File: config.mk
export PLATFORM = sky130hd
export DESIGN_NAME = float_accum_sched
export DESIGN_NICKNAME = d
export VERILOG_FILES = /design/src/rtl/float_accum_pkg.sv /design/src/rtl/float_accum_tag_pipe.sv /design/src/rtl/float_accum_sched.sv
export SDC_FILE = /design/constraint.sdc
export NUM_CORES = 1
export LEC_CHECK = 0
export CORE_ASPECT_RATIO = 1.75
export CORE_MARGIN = 2
export CORE_UTILIZATION = 54
export CTS_CLUSTER_SIZE = 8
export DETAILED_ROUTE_END_ITERATION = 6
export GPL_ROUTABILITY_DRIVEN = 0
export HOLD_SLACK_MARGIN = 0.15
export PLACE_DENSITY_LB_ADDON = 0.1
export SYNTH_ARGS = -nofsm -noshare
export SYNTH_HDL_FRONTEND = slang
export SYNTH_SLANG_ARGS = --single-unit
File: constraint.sdc
create_clock -name clk -period 3.4 [get_ports clk]
set_input_delay 0.68 -clock clk [delete_from_list [all_inputs] [get_ports clk]]
set_output_delay 0.68 -clock clk [all_outputs]
set_load 0.01 [all_outputs]
File: src/rtl/float_accum_pkg.sv
// Shared definitions for the float accumulator sequencer.
// The sequencer and the accumulator must agree on ACC_LATENCY.
package float_accum_pkg;

  localparam int ACC_LATENCY = 4;

  typedef enum logic [2:0] {
    S_IDLE   = 3'd0,
    S_RUN    = 3'd1,
    S_WAIT   = 3'd2,
    S_STREAM = 3'd3,
    S_DRAIN  = 3'd4
  } state_e;

endpackage

File: src/rtl/float_accum_tag_pipe.sv
// Fixed-depth shift register carrying per-element tags alongside the accumulator pipeline.
module float_accum_tag_pipe #(
  parameter int DEPTH = 4,
  parameter int WIDTH = 2
) (
  input  logic             clk,
  input  logic             rst,
  input  logic [WIDTH-1:0] tag_i,
  output logic [WIDTH-1:0] tag_o
);

  logic [WIDTH-1:0] stage_q [DEPTH];

  for (genvar gi = 0; gi < DEPTH; gi++) begin : g_stage
    if (gi == 0) begin : g_head
      always_ff @(posedge clk) begin
        if (rst) stage_q[gi] <= '0;
        else     stage_q[gi] <= tag_i;
      end
    end else begin : g_body
      always_ff @(posedge clk) begin
        if (rst) stage_q[gi] <= '0;
        else     stage_q[gi] <= stage_q[gi-1];
      end
    end
  end

  assign tag_o = stage_q[DEPTH-1];

endmodule

File: src/rtl/float_accum_sched.sv
// Job sequencer for one float accumulator: drives run/running, paces the element
// source, and tags finished window sums as they leave the accumulator.
module float_accum_sched
  import float_accum_pkg::*;
#(
  parameter int STRIDE_W    = 16,
  parameter int DELAY_W     = 7,
  parameter int CNT_W       = 16,
  parameter int ACC_LATENCY = float_accum_pkg::ACC_LATENCY
) (
  input  logic                clk,
  input  logic                rst,
  input  logic                cfg_valid,
  output logic                cfg_ready,
  input  logic [STRIDE_W-1:0] cfg_stride_m1,
  input  logic [CNT_W-1:0]    cfg_windows,
  input  logic [DELAY_W-1:0]  cfg_delay,
  output logic                acc_run,
  output logic                acc_running,
  output logic [STRIDE_W-1:0] acc_stride_m1,
  output logic [DELAY_W-1:0]  acc_delay0,
  output logic                elem_req,
  output logic                elem_last,
  output logic                out_valid,
  output logic                out_last,
  output logic                busy,
  output logic                done
);

  localparam int DRAIN_W = $clog2(ACC_LATENCY + 1);

  state_e               state_q, state_d;
  logic [STRIDE_W-1:0]  stride_q, stride_d;
  logic [STRIDE_W-1:0]  elem_cnt_q, elem_cnt_d;
  logic [CNT_W-1:0]     windows_q, windows_d;
  logic [CNT_W-1:0]     win_cnt_q, win_cnt_d;
  logic [DELAY_W-1:0]   delay_q, delay_d;
  logic [DELAY_W-1:0]   wait_cnt_q, wait_cnt_d;
  logic [DRAIN_W-1:0]   drain_cnt_q, drain_cnt_d;
  logic                 empty_done_q, empty_done_d;

  logic                 accept;
  logic                 elem_last_w;
  logic                 last_win_w;
  logic [1:0]           tag_in;
  logic [1:0]           tag_out;

  assign accept      = cfg_valid && (state_q == S_IDLE);
  assign elem_last_w = (state_q == S_STREAM) && (elem_cnt_q == stride_q);
  // Equality against windows-1 keeps the window counter from ever wrapping.
  assign last_win_w  = (win_cnt_q == (windows_q - CNT_W'(1)));

  always_comb begin
    state_d      = state_q;
    stride_d     = stride_q;
    elem_cnt_d   = elem_cnt_q;
    windows_d    = windows_q;
    win_cnt_d    = win_cnt_q;
    delay_d      = delay_q;
    wait_cnt_d   = wait_cnt_q;
    drain_cnt_d  = drain_cnt_q;
    empty_done_d = 1'b0;
    case (state_q)
      S_IDLE: begin
        if (accept) begin
          stride_d   = cfg_stride_m1;
          windows_d  = cfg_windows;
          delay_d    = cfg_delay;
          elem_cnt_d = '0;
          win_cnt_d  = '0;
          if (cfg_windows == '0) empty_done_d = 1'b1;
          else                   state_d      = S_RUN;
        end
      end
      S_RUN: begin
        wait_cnt_d = delay_q;
        state_d    = (delay_q == '0) ? S_STREAM : S_WAIT;
      end
      S_WAIT: begin
        wait_cnt_d = wait_cnt_q - DELAY_W'(1);
        if (wait_cnt_q == DELAY_W'(1)) state_d = S_STREAM;
      end
      S_STREAM: begin
        if (elem_last_w) begin
          elem_cnt_d = '0;
          if (last_win_w) begin
            state_d     = S_DRAIN;
            drain_cnt_d = DRAIN_W'(ACC_LATENCY - 1);
          end else begin
            win_cnt_d = win_cnt_q + CNT_W'(1);
          end
        end else begin
          elem_cnt_d = elem_cnt_q + STRIDE_W'(1);
        end
      end
      S_DRAIN: begin
        if (drain_cnt_q == '0) state_d     = S_IDLE;
        else                   drain_cnt_d = drain_cnt_q - DRAIN_W'(1);
      end
      default: state_d = S_IDLE;
    endcase
  end

  always_ff @(posedge clk) begin
    if (rst) begin
      state_q      <= S_IDLE;
      stride_q     <= '0;
      elem_cnt_q   <= '0;
      windows_q    <= '0;
      win_cnt_q    <= '0;
      delay_q      <= '0;
      wait_cnt_q   <= '0;
      drain_cnt_q  <= '0;
      empty_done_q <= 1'b0;
    end else begin
      state_q      <= state_d;
      stride_q     <= stride_d;
      elem_cnt_q   <= elem_cnt_d;
      windows_q    <= windows_d;
      win_cnt_q    <= win_cnt_d;
      delay_q      <= delay_d;
      wait_cnt_q   <= wait_cnt_d;
      drain_cnt_q  <= drain_cnt_d;
      empty_done_q <= empty_done_d;
    end
  end

  // Tags ride alongside the accumulator so out_valid lines up with its out0.
  assign tag_in = {elem_last_w & last_win_w, elem_last_w};

  float_accum_tag_pipe #(
    .DEPTH (ACC_LATENCY),
    .WIDTH (2)
  ) u_tag_pipe (
    .clk   (clk),
    .rst   (rst),
    .tag_i (tag_in),
    .tag_o (tag_out)
  );

  assign cfg_ready     = (state_q == S_IDLE);
  assign busy          = (state_q != S_IDLE);
  assign acc_run       = (state_q == S_RUN);
  assign acc_running   = busy;
  assign acc_stride_m1 = stride_q;
  assign acc_delay0    = delay_q;
  assign elem_req      = (state_q == S_STREAM);
  assign elem_last     = elem_last_w;
  assign out_valid     = tag_out[0];
  assign out_last      = tag_out[1];
  assign done          = (tag_out[0] & tag_out[1]) | empty_done_q;

endmodule

After elaboration in Yosys (flattened, before gate mapping)
Memory sizes are Yosys's and may differ from the RTL's. Index checks and enable logic that the tools add are counted.

Register bits: 85. Bits in writable memories: 8. Input port bits: 42. Output and inout bits: 32. Word-level logic and storage cells: 82. Memories: 1.

Add/subtract/negate cells: 5. Equal/unequal tests: 15. Muxes and demuxes: 27. Bitwise operators: 9. Reductions and logical operators: 16.

Memory list: u_tag_pipe.stage_q (words 4, width 2, read ports 4, clocked after memory_dff 0, write ports 4, RTL line float_accum_tag_pipe.sv:12) `logic [WIDTH-1:0] stage_q [DEPTH];`.

Operators with widths (count): $mux W16 (4); $pmux W16 S2 (2); $add A16 B1 Y16 const B (2); $eq A16 B16 Y1 (2); $mux W3 (9); $logic_not A16 Y1 (1); $sub A16 B1 Y16 const B (1); $pmux W3 S5 (1); $pmux W7 S2 (1); $ne A2 B2 Y1 const B (5); $mux W2 (4); $reduce_and A4 Y1 (2); $eq A7 B1 Y1 const B (1); $logic_not A7 Y1 (1); $sub A7 B1 Y7 const B (1); $eq A3 B2 Y1 const B (2); $logic_not A3 Y1 (2); $ne A2 B1 Y1 const B (3); $pmux W3 S2 (1); $reduce_and A6 Y1 (1); $reduce_bool A2 Y1 (3); $mux W1 (5); $or A1 B1 Y1 (5); $reduce_and A2 Y1 (2); other kinds (8) (11).

Longest topological paths before layout
Depth in word-level cells: 5. Mapped depth: 14. Depth with buffers taken out: 10.

Cells and area by module
A second synthesis with hierarchy kept.

Cell total of the unflattened synthesis: 587. Area, all modules: 4709.5 um^2.

Modules (own cells, without submodules): float_accum_sched (instances 1, cells each 571, area an instance 4499.3 um^2, seq. area each 1701.6 um^2); float_accum_tag_pipe (instances 1, cells each 16, area an instance 210.2 um^2, seq. area each 160.2 um^2).

Worst setup path after synthesis
Ideal clock, no wire load.

Path kind: reg2reg. Start point: register windows_q[2]. End point: register drain_cnt_q[1]. Setup time: 0.121 ns. Arrival: 2.718 ns. Required time: 3.279 ns. Setup slack: 0.561 ns. Cell stages (with the launch flop): 11. Path buffers: 2. Clock period less this slack: 2.839 ns. Cells stage by stage: dfxtp_1 > buf_6 > or4_4 > or4_1 > a21oi_1 > o211ai_1 > or4_1 > buf_2 > o21ba_4 > nor3b_2 > a211oi_2.

Longest elaborated chain between the ends: 4.

RTL lines: from (decl) (RTL line float_accum_sched.sv:35) `logic [CNT_W-1:0] windows_q, windows_d;`; from (signal assigned) (RTL line float_accum_sched.sv:119) `windows_q <= windows_d;`; $sub A16 B1 Y16 (RTL line float_accum_sched.sv:51) `assign last_win_w = (win_cnt_q == (windows_q - CNT_W'(1)));`; $eq A16 B16 Y1 (RTL line float_accum_sched.sv:51); $ne A2 B1 Y1 (no source line); $reduce_and A4 Y1 (no source line); to (signal assigned) (RTL line float_accum_sched.sv:123) `drain_cnt_q <= drain_cnt_d;`; to (decl) (RTL line float_accum_sched.sv:39) `logic [DRAIN_W-1:0] drain_cnt_q, drain_cnt_d;`.

No other way between the ends. A chain may end at the register's enable or synchronous reset.

Final worst setup path
Start point: register elem_cnt_q[13]. End point: output elem_last.

Longest elaborated chain between the ends: 2.

RTL lines: from (decl) (RTL line float_accum_sched.sv:34) `logic [STRIDE_W-1:0] elem_cnt_q, elem_cnt_d;`; from (signal assigned) (RTL line float_accum_sched.sv:118) `elem_cnt_q <= elem_cnt_d;`; $eq A16 B16 Y1 (RTL line float_accum_sched.sv:49) `assign elem_last_w = (state_q == S_STREAM) && (elem_cnt_q == stride_q);`; $logic_and A1 B1 Y1 (RTL line float_accum_sched.sv:49); to (decl) (RTL line float_accum_sched.sv:23) `output logic elem_last,`.

No other way between the ends.

==> metrics.csv <==
stage,metric,value,unit
drt,vias,4520,
clock_network,cts_setup_buffers,0,
worst_setup_path,cp_max_fo,6,
worst_setup_path,reg2regPathDepth,8,
clock_network,cts_resized,0,
worst_setup_path,crit_buf_inv,2,
synth,syn_area,0.00474,mm^2
timing,max-slew-margin-rel,0.530,
pwr,total_power,2.97,mW
hold_path,min-delay-start,u_tag_pipe.stage_q[1][1],
worst_setup_path,reg2reg_slack,0.34,ns
drt,postRouteWirelength,12300,um
clock_network,worstSkewPairLatency,0.35,ns
clock_network,cts_tree,done,
timing,fin_skew,0.00651,ns
worst_setup_path,crit_arrival,2.58,ns
clock_network,cts_hold_buffers,0,
synth,synth_ff_type,dfxtp_1,
finish,num_antenna_cells,0,
job,drv_cap,0,
pwr,p_comb_frac,0.241,
worst_setup_path,cp_cell_sequence,xor2_1 > nor4_1 > nand4_1 > or2_2 > inv_1 > clkdlybuf4s50_1,
pwr,p_switching,0.912,mW
clock_network,clockBufferDepth,2,
drt,wl_per_cell,15.7,um
timing,fin_tns_setup,0,ns
finish,drive_gt1_frac,0.0540,
global_route,grt_pass1_vias,4486,
finish,stdcell_area,0.00578,mm^2
floorplan,core_area,0.00861,mm^2
synth,synthCells,607,
floorplan,row_count,45,
floorplan,die_h,128,um
worst_setup_path,crit_end,elem_last,
worst_setup_path,critPathLaunch,elem_cnt_q[13],
worst_setup_path,worstPathRequired,2.72,ns
worst_setup_path,worst_r2r_endpoint,win_cnt_q[15],
floorplan,start_util,0.551,
timing,fmax,0.307,GHz
floorplan,dieArea,0.00958,mm^2
clock_network,cts.htree.levels,3,
synth,synth_cell_types,57,
pwr,internal-power,2.06,mW
drt,via_per_inst,5.77,
worst_setup_path,end_kind,output port,
synth,synth_warnings,0,
synth,synth_seq_area_share,0.392,
worst_setup_path,rr_startpoint,windows_q[2],
placement,io_buffers,73,
timing,rsz0062_at_grt,no,
worst_setup_path,cpLargestDelayFamily,simple AND/OR/NAND/NOR gates,
timing,min_period,3.26,ns
synth,synth_edf_count,0,
pwr,power_frac_seq,0.418,
global_route,grt_pass1_wl,19800,um
finish,area_delta_synth_final,21.8,%
hold_path,hold_class,reg2reg,
clock_network,clkSlewWorstSetupHoldPaths,0.06,ns
worst_setup_path,startpoint_type,flop,
floorplan,die_w,74.9,um
drt,ant_nets,0,
finish,fin_cells,784,
pwr,max-vdd-ir-drop,0.355,mV
timing,fin_crit_sh,0.959,
pwr,power.clock.fraction,0.341,
synth,avgSynthCellArea,7.82,um^2
global_route,gr-usage-all-layers,0.265,
pwr,swShare,0.307,
pwr,p_leak,2.19,nW
finish,final_nets,711,
timing,worst_pin_slew,0.705,ns
worst_setup_path,cpMaxStageDelayCell,clkdlybuf4s50_1,
synth,syn-num-nets,656,
drt,dr.pass1.iters,4,
global_route,grt_remaining_overflow,0,
drt,drc,0,
placement,hpwlAfterDp,9030,um
global_route,antenna_found_initial,0,
clock_network,clock_sinks,93,
worst_setup_path,path_class,reg2out,
placement,placed_cells,768,
floorplan,io_pins,74,
synth,ys_ff_latch,93,
timing,finalSetupViolCount,0,
pwr,powerDensity,514,mW/mm^2
status,status,finished clean,
timing,hold_viol,0,
placement,postPlaceCellArea,0.00548,mm^2
clock_network,clockRootBuffer,clkbuf_16,
clock_network,cts_buffers,9,
timing,slew_viol_final,0,
global_route,grt_max_degree,43,
finish,fin_util,0.671,
drt,drtIter0Drc,247,
worst_setup_path,crit_cells,6,
synth,synthArstFlopShare,0,
worst_setup_path,slowest_delay,0.52,ns
## logic make-up after synthesis
family | share of synthesized area
buf+inv | 0.0541
simple gates | 0.289
fa+ha+maj | 0.0185
xor+xnor | 0.0628
compound gates | 0.179
mux | 0.00422
flops | 0.392
## cell usage in the layout, fill, tap and decap left out, types with 7 or more instances in the layout
cell,instances
buf_4,8
or4_1,8
ha_1,7
nand3_1,20
clkbuf_16,9
nor2b_1,7
nand2_1,107
xnor2_1,11
a21oi_1,79
clkdlybuf4s50_1,72
xor2_1,23
and3_1,15
nor4_1,14
dfxtp_1,93
inv_1,14
nor2_1,41
o21ai_0,28
nor3_1,11
nor3b_1,8
or3_1,15
o211ai_1,8
## per-stage QoR
stage | hold slack [ns] | setup WS (ns)
after floorplan | 0.414 | 0.561
after global placement | 0.419 | 0.443
after detailed placement | 0.427 | 0.395
after CTS | 0.442 | 0.0936
after global routing | 0.467 | 0.00548
final | 0.437 | 0.141
## power groups by stage
stage / combinational [mW] / clock (mW) / sequential [mW]
floorplan: 0.488 / 0 / 1.25
global placement: 0.697 / 0 / 1.26
detailed placement: 0.709 / 0 / 1.27
CTS: 0.715 / 1.03 / 1.24
global route: 0.790 / 1.07 / 1.25
finish: 0.715 / 1.01 / 1.24
## layer usage
metal,GRT usage,vias up,wire length (um)
met1,0.269,2112,4680
met4,0.132,0,376
met5,0,-,0
met2,0.495,123,6710
li1,-,2253,-
met3,0.0448,32,534
## final cells by class
cell class	count	area (um^2)
Clock buffer	10	239
Clock inverter	6	62.6
Fill cell	743	2840
Inverter	15	56.3
Multi-Input combinational cell	462	2630
Sequential cell	93	1860
Tap cell	117	146
Timing Repair Buffer	81	786
## cells in the mapped netlist, drive strengths merged (3+ instances only)
| cell | count | area share |
|---|---|---|
| o211ai | 8 | 0.013 |
| nor2 | 41 | 0.032 |
| a211oi | 3 | 0.0058 |
| inv | 14 | 0.011 |
| o21ai | 28 | 0.030 |
| buf | 10 | 0.020 |
| xor2 | 23 | 0.042 |
| or3 | 15 | 0.020 |
| nand2 | 107 | 0.085 |
| nor2b | 7 | 0.0092 |
| or4 | 9 | 0.015 |
| a31oi | 4 | 0.0053 |
| xnor2 | 11 | 0.020 |
| nor4 | 16 | 0.024 |
| nor3 | 11 | 0.012 |
| a21o | 4 | 0.0063 |
| nand4 | 6 | 0.0079 |
| nand3 | 20 | 0.021 |
| clkbuf | 27 | 0.022 |
| and3 | 15 | 0.020 |
| nor3b | 9 | 0.015 |
| dfxtp | 93 | 0.39 |
| a21oi | 79 | 0.083 |
| nand3b | 6 | 0.0095 |
| ha | 7 | 0.018 |
## worst min path at each step
stage	end	slack [ns]	depth (start not counted)
after floorplan	u_tag_pipe.stage_q[1][0]	0.41	1
after global placement	u_tag_pipe.stage_q[3][0]	0.42	1
after detailed placement	u_tag_pipe.stage_q[2][1]	0.43	1
after CTS	u_tag_pipe.stage_q[2][1]	0.44	1
after global routing	u_tag_pipe.stage_q[1][0]	0.47	1
final	u_tag_pipe.stage_q[2][1]	0.44	1
## registers in the layout, summed over array words and instances, names as in the netlist
name	flops
acc_stride_m1	16
elem_cnt_q	16
win_cnt_q	16
windows_q	16
u_tag_pipe.stage_q	8
acc_delay0	7
wait_cnt_q	7
drain_cnt_q	3
state_q	3
empty_done_q	1
Power figures use the tool's default switching activity.
